## src/rtl/univ_shift_reg_gen.sv

```systemverilog
// Parametrised universal shift register with a counted burst-shift mode (busy/done handshake).
// Optional rotate support is compiled in when USR_ROTATE_EN is defined.
module univ_shift_reg_gen #(
  parameter int unsigned WIDTH = 8,
  parameter int unsigned CNT_W = 4
) (
  input  logic             clk,
  input  logic             clr,
  input  logic             en,
  input  logic [1:0]       sel,
  input  logic             rot,
  input  logic             left_in,
  input  logic             right_in,
  input  logic [WIDTH-1:0] data_in,
  input  logic             start,
  input  logic [CNT_W-1:0] count,
  output logic [WIDTH-1:0] out,
  output logic             left_out,
  output logic             right_out,
  output logic             busy,
  output logic             done
);

  typedef enum logic [0:0] {StIdle, StBusy} state_e;

  state_e           state_q;
  logic [WIDTH-1:0] out_q;
  logic [CNT_W-1:0] remaining_q;
  logic             dir_left_q;
  logic             busy_q;
  logic             done_q;

  logic             rsh_in;
  logic             lsh_in;
  logic [WIDTH-1:0] shr_val;
  logic [WIDTH-1:0] shl_val;
  logic             accept;

`ifdef USR_ROTATE_EN
  logic rot_q;
  logic rot_eff;

  // A running burst uses the rot value captured at accept, not the live input.
  assign rot_eff = (state_q == StBusy) ? rot_q : rot;
  assign rsh_in  = rot_eff ? out_q[0] : right_in;
  assign lsh_in  = rot_eff ? out_q[WIDTH-1] : left_in;
`else
  logic unused_rot;

  assign unused_rot = rot;
  assign rsh_in     = right_in;
  assign lsh_in     = left_in;
`endif

  always_comb begin
    shr_val = {rsh_in, out_q[WIDTH-1:1]};
    shl_val = {out_q[WIDTH-2:0], lsh_in};
  end

  assign accept = start && (count != '0) && ((sel == 2'b01) || (sel == 2'b10));

  always_ff @(posedge clk) begin
    if (clr) begin
      state_q     <= StIdle;
      out_q       <= '0;
      remaining_q <= '0;
      dir_left_q  <= 1'b0;
      busy_q      <= 1'b0;
      done_q      <= 1'b0;
`ifdef USR_ROTATE_EN
      rot_q       <= 1'b0;
`endif
    end else if (en) begin
      done_q <= 1'b0;
      unique case (state_q)
        StIdle: begin
          if (accept) begin
            dir_left_q  <= sel[1];
            remaining_q <= count;
            busy_q      <= 1'b1;
            state_q     <= StBusy;
`ifdef USR_ROTATE_EN
            rot_q       <= rot;
`endif
          end else begin
            unique case (sel)
              2'b01:   out_q <= shr_val;
              2'b10:   out_q <= shl_val;
              2'b11:   out_q <= data_in;
              default: out_q <= out_q;
            endcase
          end
        end
        StBusy: begin
          out_q       <= dir_left_q ? shl_val : shr_val;
          remaining_q <= remaining_q - CNT_W'(1);
          if (remaining_q == CNT_W'(1)) begin
            busy_q  <= 1'b0;
            done_q  <= 1'b1;
            state_q <= StIdle;
          end
        end
        default: state_q <= StIdle;
      endcase
    end
  end

  assign out       = out_q;
  assign left_out  = out_q[WIDTH-1];
  assign right_out = out_q[0];
  assign busy      = busy_q;
  assign done      = done_q;

endmodule
```

## config.mk

```make
export PLATFORM = sky130hd
export DESIGN_NAME = univ_shift_reg_gen
export DESIGN_NICKNAME = d
export VERILOG_FILES = /design/src/rtl/univ_shift_reg_gen.sv
export SDC_FILE = /design/constraint.sdc
export NUM_CORES = 1
export LEC_CHECK = 0
export BUFFER_PORTS_ARGS = -buffer_cell sky130_fd_sc_hd__buf_2
export CAP_MARGIN = 20
export CORE_MARGIN = 2
export CORE_UTILIZATION = 25
export DETAILED_ROUTE_END_ITERATION = 10
export PLACE_DENSITY_LB_ADDON = 0.12
export SLEW_MARGIN = 0
export SYNTH_ARGS = -nofsm -noshare
export SYNTH_HDL_FRONTEND = slang
export SYNTH_SLANG_ARGS = --single-unit
```

## constraint.sdc

```tcl
create_clock -name clk -period 1.85 [get_ports clk]
set_input_delay 0.185 -clock clk [delete_from_list [all_inputs] [get_ports clk]]
set_output_delay 0.185 -clock clk [all_outputs]
set_load 0.05 [all_outputs]
```

==> summary.md, run 1 <==
| Metric | Value |
|---|---|
| Yosys warning total | 0 |
| Share of layout cells above drive strength 1 | 29.9% |
| Most common flop cell mapped by yosys | dfxtp_1 |
| Core area | 4060 sq um |
| IO Pins | 33 |
| CTS clk-pin slew, worst paths | 60 ps |
| Design Power | 0.895 mW |
| Multi-input logic area | 667 sq um |
| Worst setup SP type | register |
| TritonCTS Buffers | 3 |
| Post-synth top area share | 30.2% |
| Diodes inserted | 0 |
| CP peak stage delay | 350 ps |
| Yosys cell types | 33 |
| Simple-Gate Fraction of Synth Area | 15.3% |
| Drt pass-1 iters | 4 |
| CTS Hold Bufs | 0 |
| Mux cell area share after synthesis | 9.42% |
| Final Non-Filler Cells | 194 |
| Fin crit share | 78.3% |
| Setup TNS | 0 ps |
| WP buf/inv | 1 |
| Total gr overflow | 0 |
| Drt total wl | 2670 um |
| CP max FO | 13 |
| Final non-filler cell area | 1280 sq um |
| Syn Std Cell Area | 1060 sq um |
| H-tree levels | 1 |
| Status | finished, final reports clean |
| Final WS setup | 402 ps |
| Final min period | 1450 ps |
| Compound-Gate Fraction of Synth Area | 33.3% |
| Total track usage | 12.0% |
| Register area | 320 sq um |
| Root buf cell | clkbuf_8 |
| Largest net degree at the start of global routing | 17 |
| Routed Antenna Nets | 0 |
| Crit path max-delay family | compound AO/OA/AOI/OAI gates |
| Post-DP HPWL | 1930 um |
| Fillers | 441 |
| Vias/cell | 5.01 |
| Synth Register Bits | 16 |
| Max-cap viol count | 0 |
| Die height | 69.2 um |
| WL/cell | 13.8 um |
| Initial antenna violation count | 0 |
| Crit-path cells | buf_4, o311ai_2, nor2b_4, a22o_1 |
| Hold Crit Depth | 3 |
| Worst-Margin Slew | 575 ps |
| Row cnt | 23 |
| CTS tree | built |
| Initial Util | 26.2% |
| VDD IR-drop max | 0.000204 V |
| Initial drt markers | 37 |
| Area leader, netlist | dfxtp_1 |
| Gate Count Post-Synth | 117 |
| Register area share after synthesis | 30.2% |
| FMAX | 691 MHz |
| First-pass GRT wire length | 4580 um |
| Most frequent cells after synthesis | dfxtp_1, a22o_1, a21oi_1 |
| Hold violation total from the final report | 0 |
| Crit path depth | 4 |
| Via count | 971 |
| RSZ-0062 raised after global routing | false |
| Final setup viols | 0 |
| Slowest stage cell, crit path | dfxtp_1 |
| Adder-Cell Fraction of Synth Area | 4.71% |
| Crit. End Element | register |
| DRC | 0 |
| Fin. max-slew vios | 0 |
| Worst EP required | 2040 ps |
| Post-layout nets | 171 |
| Pwr Density | 699 nW/um^2 |
| Main combinational cell family by area after synthesis | compound AO/OA/AOI/OAI gates |
| Final GP Congestion | 0.786 |
| Full die area | 4790 sq um |
| Dpl ws | 145 ps |
| Synthesized area per cell | 9.08 sq um |
| Syn_nets | 142 |
| Post_cts resized | 0 |
| Xor and xnor fraction of the mapped netlist area | 0% |
| Crit path DAT | 1640 ps |
| Skew-Pair Late Insertion Delay | 240 ps |
| I/O Buffers | 31 |
| Async set-or-reset flop fraction in the synthesized netlist | 0% |
| Slew HR | 61.6% |
| Fin util | 31.5% |
| Top cells by area, synth | dfxtp_1, a22o_1, mux2i_1, a21oi_1, a211oi_1 |
| Most common cell in the netlist | dfxtp_1 |
| Hold Path Class | input port to register |
| DIE WIDTH | 69.2 um |
| Max clock buf depth | 2 |
| Vias in the first global route | 901 |
| EDFF count, synth | 0 |
| CP Class | register to register |
| Worst hold slack | 217 ps |
| Area grow syn2layout | 20.5% |
| Placed inst area | 1240 sq um |
| Worst R2R Path Depth | 4 |
| Dpl cells | 191 |
| Max Clock Skew | 0.850 ps |
| Post-CTS Setup Bufs | 0 |
| Leak | 0.530 nW |
| Clk sinks | 16 |
## placed cells by master (no fill, tap or decap), drive strengths merged
master,count
a211oi,9
a21oi,14
a22o,16
a31o,1
buf,34
clkbuf,3
dfxtp,16
ha,4
inv,3
mux2i,10
nand2,3
nand2b,5
nand3,1
nand3b,1
nor2,8
nor2b,2
nor3,1
nor3b,1
nor4,2
o21ai,4
o21bai,1
o311ai,1
o31ai,2
or3,1
or3b,1
## state kept, by name, summed over array words and instances (netlist names)
signal and flops:
remaining_q 4, out 8, busy 1, dir_left_q 1, done 1, state_q 1
## path summary, 6_finish.rpt
kind,startpoint,endpoint,slack [ps]
worst max-delay path,state_q,out[3],400
worst min-delay path,sel[1],dir_left_q,220
worst max register to register,state_q,out[3],400
worst min register to register,done,done,470
## routing by layer
layer | wire, um | up-vias | global-route usage, %
met4 | 24 | 0 | 3.27
met2 | 1160 | 21 | 17.2
li1 | - | 497 | -
met5 | 0 | - | 0
met3 | 138 | 2 | 4.51
met1 | 1340 | 451 | 16.7
## cell type report
cell class / count / share of cell area, %
clock buffers: 3 / 3.23
well taps: 50 / 4.89
multi-input cells: 88 / 52.1
inverters: 3 / 0.880
repair buffers: 34 / 13.9
flip-flops and latches: 16 / 25.0
## report_power, final
group | total, mW | internal (mW) | leakage, nW | switching (mW)
Combinational | 0.243 | 0.0949 | 0.378 | 0.148
Clock | 0.259 | 0.144 | 0.0216 | 0.114
Sequential | 0.393 | 0.365 | 0.130 | 0.0282
## worst register-to-register path, cell delays in order (launching register included)
cell      delay [ps]
dfxtp_1          350
buf_4            190
o311ai_2         340
nor2b_4          330
a22o_1           180
## cells by family (layout without fill, tap and decap cells)
family,count (synthesis),after routing
adders and majority gates,4,4
muxes,10,10
AOI/OAI and AO/OA,48,48
and+or+nand+nor,26,26
DFF,16,16
buffers and inverters,13,40
No activity file was read; power rests on OpenSTA's default activity.
==> run 2: changes to the inputs <==
--- a/config.mk
+++ b/config.mk
@@ -5,6 +5,7 @@
 export SDC_FILE = /design/constraint.sdc
 export NUM_CORES = 1
 export LEC_CHECK = 0
+export ABC_AREA = 1
 export BUFFER_PORTS_ARGS = -buffer_cell sky130_fd_sc_hd__buf_2
 export CAP_MARGIN = 20
 export CORE_MARGIN = 2
==> constraint.sdc (replaced) <==
create_clock -name clk -period 1.3 [get_ports clk]
set_input_delay 0.13 -clock clk [delete_from_list [all_inputs] [get_ports clk]]
set_output_delay 0.13 -clock clk [all_outputs]
set_load 0.05 [all_outputs]
==> summary.md, run 2 <==
| Metric | Value |
|---|---|
| Status | finished, final reports clean |
| VDD IR-drop max | 0.000331 V |
| Routed Antenna Nets | 0 |
| Syn Std Cell Area | 1210 sq um |
| WL/cell | 9.66 um |
| Total track usage | 12.0% |
| Crit. End Element | register |
| Clk sinks | 16 |
| Register area share after synthesis | 26.4% |
| Drt pass-1 iters | 4 |
| Worst Hold Launch | clr |
| Most frequent cells in the layout | nand2_1, buf_2, nor2_1 |
| Pwr Density | 1020 nW/um^2 |
| Max Clock Skew | 4.65 ps |
| FMAX | 855 MHz |
| End of the worst hold path | done |
| Area grow syn2layout | 25.0% |
| Setup TNS | 0 ps |
| Syn_nets | 240 |
| Area leader, netlist | nand2_1 |
| Row cnt | 25 |
| Max FFs per register | 8 |
| Worst-Margin Slew | 448 ps |
| I/O Buffers | 31 |
| Post-layout nets | 276 |
| Most common flop cell mapped by yosys | dfxtp_1 |
| TritonCTS Buffers | 3 |
| Slew HR | 70.1% |
| Multi-input logic area | 721 sq um |
| Worst setup SP type | register |
| CP Class | register to register |
| Root buf cell | clkbuf_8 |
| Async set-or-reset flop fraction in the synthesized netlist | 0% |
| Final min period | 1170 ps |
| Yosys warning total | 0 |
| Diodes inserted | 0 |
| Total gr overflow | 0 |
| H-tree levels | 1 |
| CTS clk-pin slew, worst paths | 70 ps |
| CP max FO | 3 |
| Most frequent cells after synthesis | nand2_1, nor2_1, inv_1 |
| Skew-Pair Late Insertion Delay | 250 ps |
| Gate Count Post-Synth | 215 |
| Crit Reg-Reg Endpoint | remaining_q[1] |
| CTS tree | built |
| Final WS setup | 131 ps |
| Register area | 320 sq um |
| First-pass GRT wire length | 5150 um |
| Drt total wl | 2940 um |
| Hold violation total from the final report | 0 |
| RSZ-0062 raised after global routing | true |
| Commonest non-fill, non-tap cell in the layout | nand2_1 |
| Vias in the first global route | 1149 |
| Max-cap viol count | 0 |
| Share of layout cells above drive strength 1 | 20.4% |
| Hold Path Class | input port to register |
| Most common cell in the netlist | nand2_1 |
| Top cells by area, synth | nand2_1, dfxtp_1, nor2_1, inv_1, a21oi_1 |
| IO Pins | 33 |
| Via count | 1268 |
| Dpl ws | -130 ps |
| Synth Register Bits | 16 |
| Initial Util | 25.8% |
| Worst R2R Path Depth | 6 |
| Worst EP required | 1480 ps |
| Post-DP HPWL | 2240 um |
| DRC | 0 |
| R2r setup slk | 130 ps |
| Vias/cell | 4.17 |
| Design Power | 1.54 mW |
| Synthesized area per cell | 5.63 sq um |
| Largest net degree at the start of global routing | 17 |
| Max clock buf depth | 2 |
| Core area | 4690 sq um |
| Worst r2r src | remaining_q[1] |
| Die height | 73.6 um |
| Post-synth top area share | 27.6% |
| Initial drt markers | 91 |
| Final GP Congestion | 0.735 |
| Crit path DAT | 1350 ps |
| Initial antenna violation count | 0 |
| Leak | 0.867 nW |
| Yosys cell types | 19 |
| Fin. max-slew vios | 0 |
| EDFF count, synth | 0 |
| Full die area | 5420 sq um |
| Fillers | 553 |
| Fin crit share | 90.0% |
| Hold Crit Depth | 2 |
| DIE WIDTH | 73.6 um |
| Final setup viols | 0 |
## run 2: changes by cell type in the layout (fill, tap and decap cells not counted), sizes merged, moves of 5 or more
| cell | previous run | this run |
|---|---|---|
| nand2 | 3 | 90 |
| inv | 3 | 27 |
| nor2 | 8 | 30 |
| a22o | 16 | 0 |
| mux2i | 10 | 0 |
| a211oi | 9 | 0 |
| buf | 34 | 41 |
| nand3 | 1 | 8 |
| o21ai | 4 | 11 |
| nand2b | 5 | 0 |
## run 2: what timing repair did
action / CTS / global route
setup endpoints to repair: 0 / 8
setup buffers: 0 / 0
hold buffers: 0 / 0
resized for setup: 0 / 4
## run 2: cells by family after synthesis
group	after synthesis	synth area share (%)
and+or+nand+nor	133	44.1
buffers and inverters	37	14.7
AOI/OAI and AO/OA	25	10.6
DFF	16	26.4
adders and majority gates	4	4.13
## run 2: stage by stage
step | hold WS, ps | instances | cell area (sq um) | utilization [%]
6_report | 74.0 | 304 | 1510 | 32.3
5_1_grt | 80.9 | 304 | 1510 | 32.3
4_1_cts | 66.3 | 304 | 1500 | 32.0
3_5_place_dp | 337 | 300 | 1450 | 30.8
3_3_place_gp | 340 | 300 | 1450 | 30.8
2_1_floorplan | 199 | 215 | 1210 | -
## run 2: critical path: stages (launching register included)
cell and delay [ps]:
dfxtp_1 360, inv_1 70, ha_1 260, o21ai_0 160
nand3b_1 120, nand2_1 50, nor2_1 80
## run 2: cell type report
type / count / area share, %
inverter: 27 / 6.86
sequential: 16 / 21.2
clock buffer: 4 / 3.64
timing repair buffer: 41 / 16.3
tap: 54 / 4.46
multi-input combinational: 162 / 47.6
## run 2: power by group
| part | internal, mW | leakage [nW] | total, mW | switching [mW] |
|---|---|---|---|---|
| Clock | 0.268 | 0.0288 | 0.436 | 0.168 |
| Combinational | 0.177 | 0.707 | 0.527 | 0.349 |
| Sequential | 0.533 | 0.131 | 0.577 | 0.0438 |
| Total | 0.979 | 0.867 | 1.54 | 0.561 |
## run 2: worst max-delay path by stage
stage	endpoint	cells after the start	start	slack (ps)
6_report	remaining_q[1]	6	remaining_q[1]	130
5_1_grt	out[7]	11	sel[0]	-3
4_1_cts	remaining_q[1]	6	remaining_q[1]	100
3_5_place_dp	out[6]	9	sel[0]	-130
3_3_place_gp	out[0]	11	sel[0]	-120
2_1_floorplan	out[2]	6	out[1]	70
## run 2: metal layers
layer | vias to the layer above | wire [um] | GRT usage [%]
met1 | 515 | 1570 | 16.8
met5 | - | 0 | 0
met2 | 28 | 1230 | 19.0
met4 | 0 | 26 | 4.24
li1 | 723 | - | -
met3 | 2 | 103 | 1.23
==> run 3: changes to the inputs <==
--- a/config.mk
+++ b/config.mk
@@ -9,7 +9,7 @@
 export BUFFER_PORTS_ARGS = -buffer_cell sky130_fd_sc_hd__buf_2
 export CAP_MARGIN = 20
 export CORE_MARGIN = 2
-export CORE_UTILIZATION = 25
+export CORE_UTILIZATION = 33
 export DETAILED_ROUTE_END_ITERATION = 10
 export PLACE_DENSITY_LB_ADDON = 0.12
 export SLEW_MARGIN = 0
==> summary.md, run 3 (same netlist as run 2, synthesis figures left out) <==
| Metric | Value |
|---|---|
| Status | finished, final reports clean |
| Max Clock Skew | 1.64 ps |
| Crit. End Element | register |
| Worst EP required | 1490 ps |
| Final WS setup | 142 ps |
| DIE WIDTH | 64.6 um |
| Most frequent cells in the layout | nand2_1, buf_2, nor2_1 |
| Core area | 3610 sq um |
| Worst-Margin Slew | 469 ps |
| CP max FO | 3 |
| Max-cap viol count | 0 |
| Final setup viols | 0 |
| Leak | 0.842 nW |
| DRC | 0 |
| Crit-path cells | inv_1, ha_1, o21ai_0, nand3b_1, nand2_1, nor2_1 |
| Multi-input logic area | 718 sq um |
| Max FFs per register | 8 |
| Skew-Pair Late Insertion Delay | 250 ps |
| TritonCTS Buffers | 3 |
| Post-layout nets | 273 |
| Drt pass-1 iters | 4 |
| I/O Buffers | 31 |
| CP Class | register to register |
| Vias in the first global route | 1089 |
| Slowest stage cell, crit path | dfxtp_1 |
| Root buf cell | clkbuf_8 |
| Largest net degree at the start of global routing | 17 |
| Worst setup SP type | register |
| Final non-filler cell area | 1460 sq um |
| Post_cts resized | 0 |
| Via count | 1284 |
| Total gr overflow | 0 |
| RSZ-0062 raised after global routing | false |
| Slew HR | 68.7% |
| IO Pins | 33 |
| Area grow syn2layout | 20.8% |
| Final GP Congestion | 0.761 |
| Total track usage | 14.4% |
| FMAX | 863 MHz |
| Fin. max-slew vios | 0 |
| Initial antenna violation count | 0 |
| Share of layout cells above drive strength 1 | 19.1% |
| Design Power | 1.46 mW |
| Post-CTS Setup Bufs | 0 |
| Diodes inserted | 0 |
| H-tree levels | 1 |
| Dpl ws | -131 ps |
| Crit path DAT | 1340 ps |
| Final min period | 1160 ps |
| CTS tree | built |
| CTS clk-pin slew, worst paths | 60 ps |
| Die height | 64.6 um |
| Row cnt | 22 |
| Hold violation total from the final report | 0 |
| Initial drt markers | 57 |
| Routed Antenna Nets | 0 |
| Drt total wl | 2770 um |
| Placed inst area | 1420 sq um |
| Clk sinks | 16 |
| Full die area | 4170 sq um |
| First-pass GRT wire length | 4750 um |
| Hold Path Class | input port to register |
| CP peak stage delay | 360 ps |
| Vias/cell | 4.37 |
| Commonest non-fill, non-tap cell in the layout | nand2_1 |
| Fillers | 418 |
| Pwr Density | 999 nW/um^2 |
| Register area | 322 sq um |
| Max clock buf depth | 2 |
| Fin crit share | 89.1% |
| CTS Hold Bufs | 0 |
| WL/cell | 9.43 um |
| Initial Util | 33.6% |
| Post-DP HPWL | 2070 um |
| VDD IR-drop max | 0.000289 V |
-- run 3: final cells by class --
cell class,count,area share [%]
multi-input cells,162,49.1
flip-flops and latches,16,22.0
repair buffers,38,15.1
inverters,27,6.93
well taps,48,4.11
clock buffers,3,2.82
-- run 3: where the power goes --
group | internal, mW | switching, mW | leakage, nW
registers | 0.534 | 0.0442 | 0.132
clock network | 0.205 | 0.166 | 0.0216
logic | 0.168 | 0.343 | 0.689
total | 0.907 | 0.554 | 0.842
-- run 3: critical path, delay by kind of cell (launching register included) --
kind	cells	cell delay, ps
simple gates	3	270
buf+inv	1	70
fa+ha+maj	1	260
flops	1	360
compound gates	1	140
-- run 3: final timing paths --
path / startpoint / to / slack, ps / cells past startpoint
worst max-delay path: remaining_q[1] / remaining_q[1] / 140 / 6
worst min-delay path: clr / done / 80 / 2
worst max register to register: remaining_q[1] / remaining_q[1] / 140 / 6
worst min register to register: busy / busy / 460 / 2
-- run 3: through the flow --
| stage | instances | util (%) | setup TNS, ps | hold WS [ps] |
|---|---|---|---|---|
| 4_1_cts | 294 | 40.4 | 0 | 73.1 |
| 5_1_grt | 294 | 40.6 | 0 | 69.8 |
| 2_1_floorplan | 215 | - | 0 | 199 |
| 3_3_place_gp | 291 | 39.2 | -1120 | 339 |
| 6_report | 294 | 40.6 | 0 | 76.9 |
| 3_5_place_dp | 291 | 39.2 | -1270 | 341 |
-- run 3: metal layers --
layer / vias to the layer above / part of all wire [%] / global-route usage, %
li1: 717 / - / -
met1: 533 / 53 / 19.4
met2: 32 / 42 / 22.8
met3: 2 / 4.2 / 2.08
met4: 0 / 0.83 / 6.38
met5: - / 0 / 0
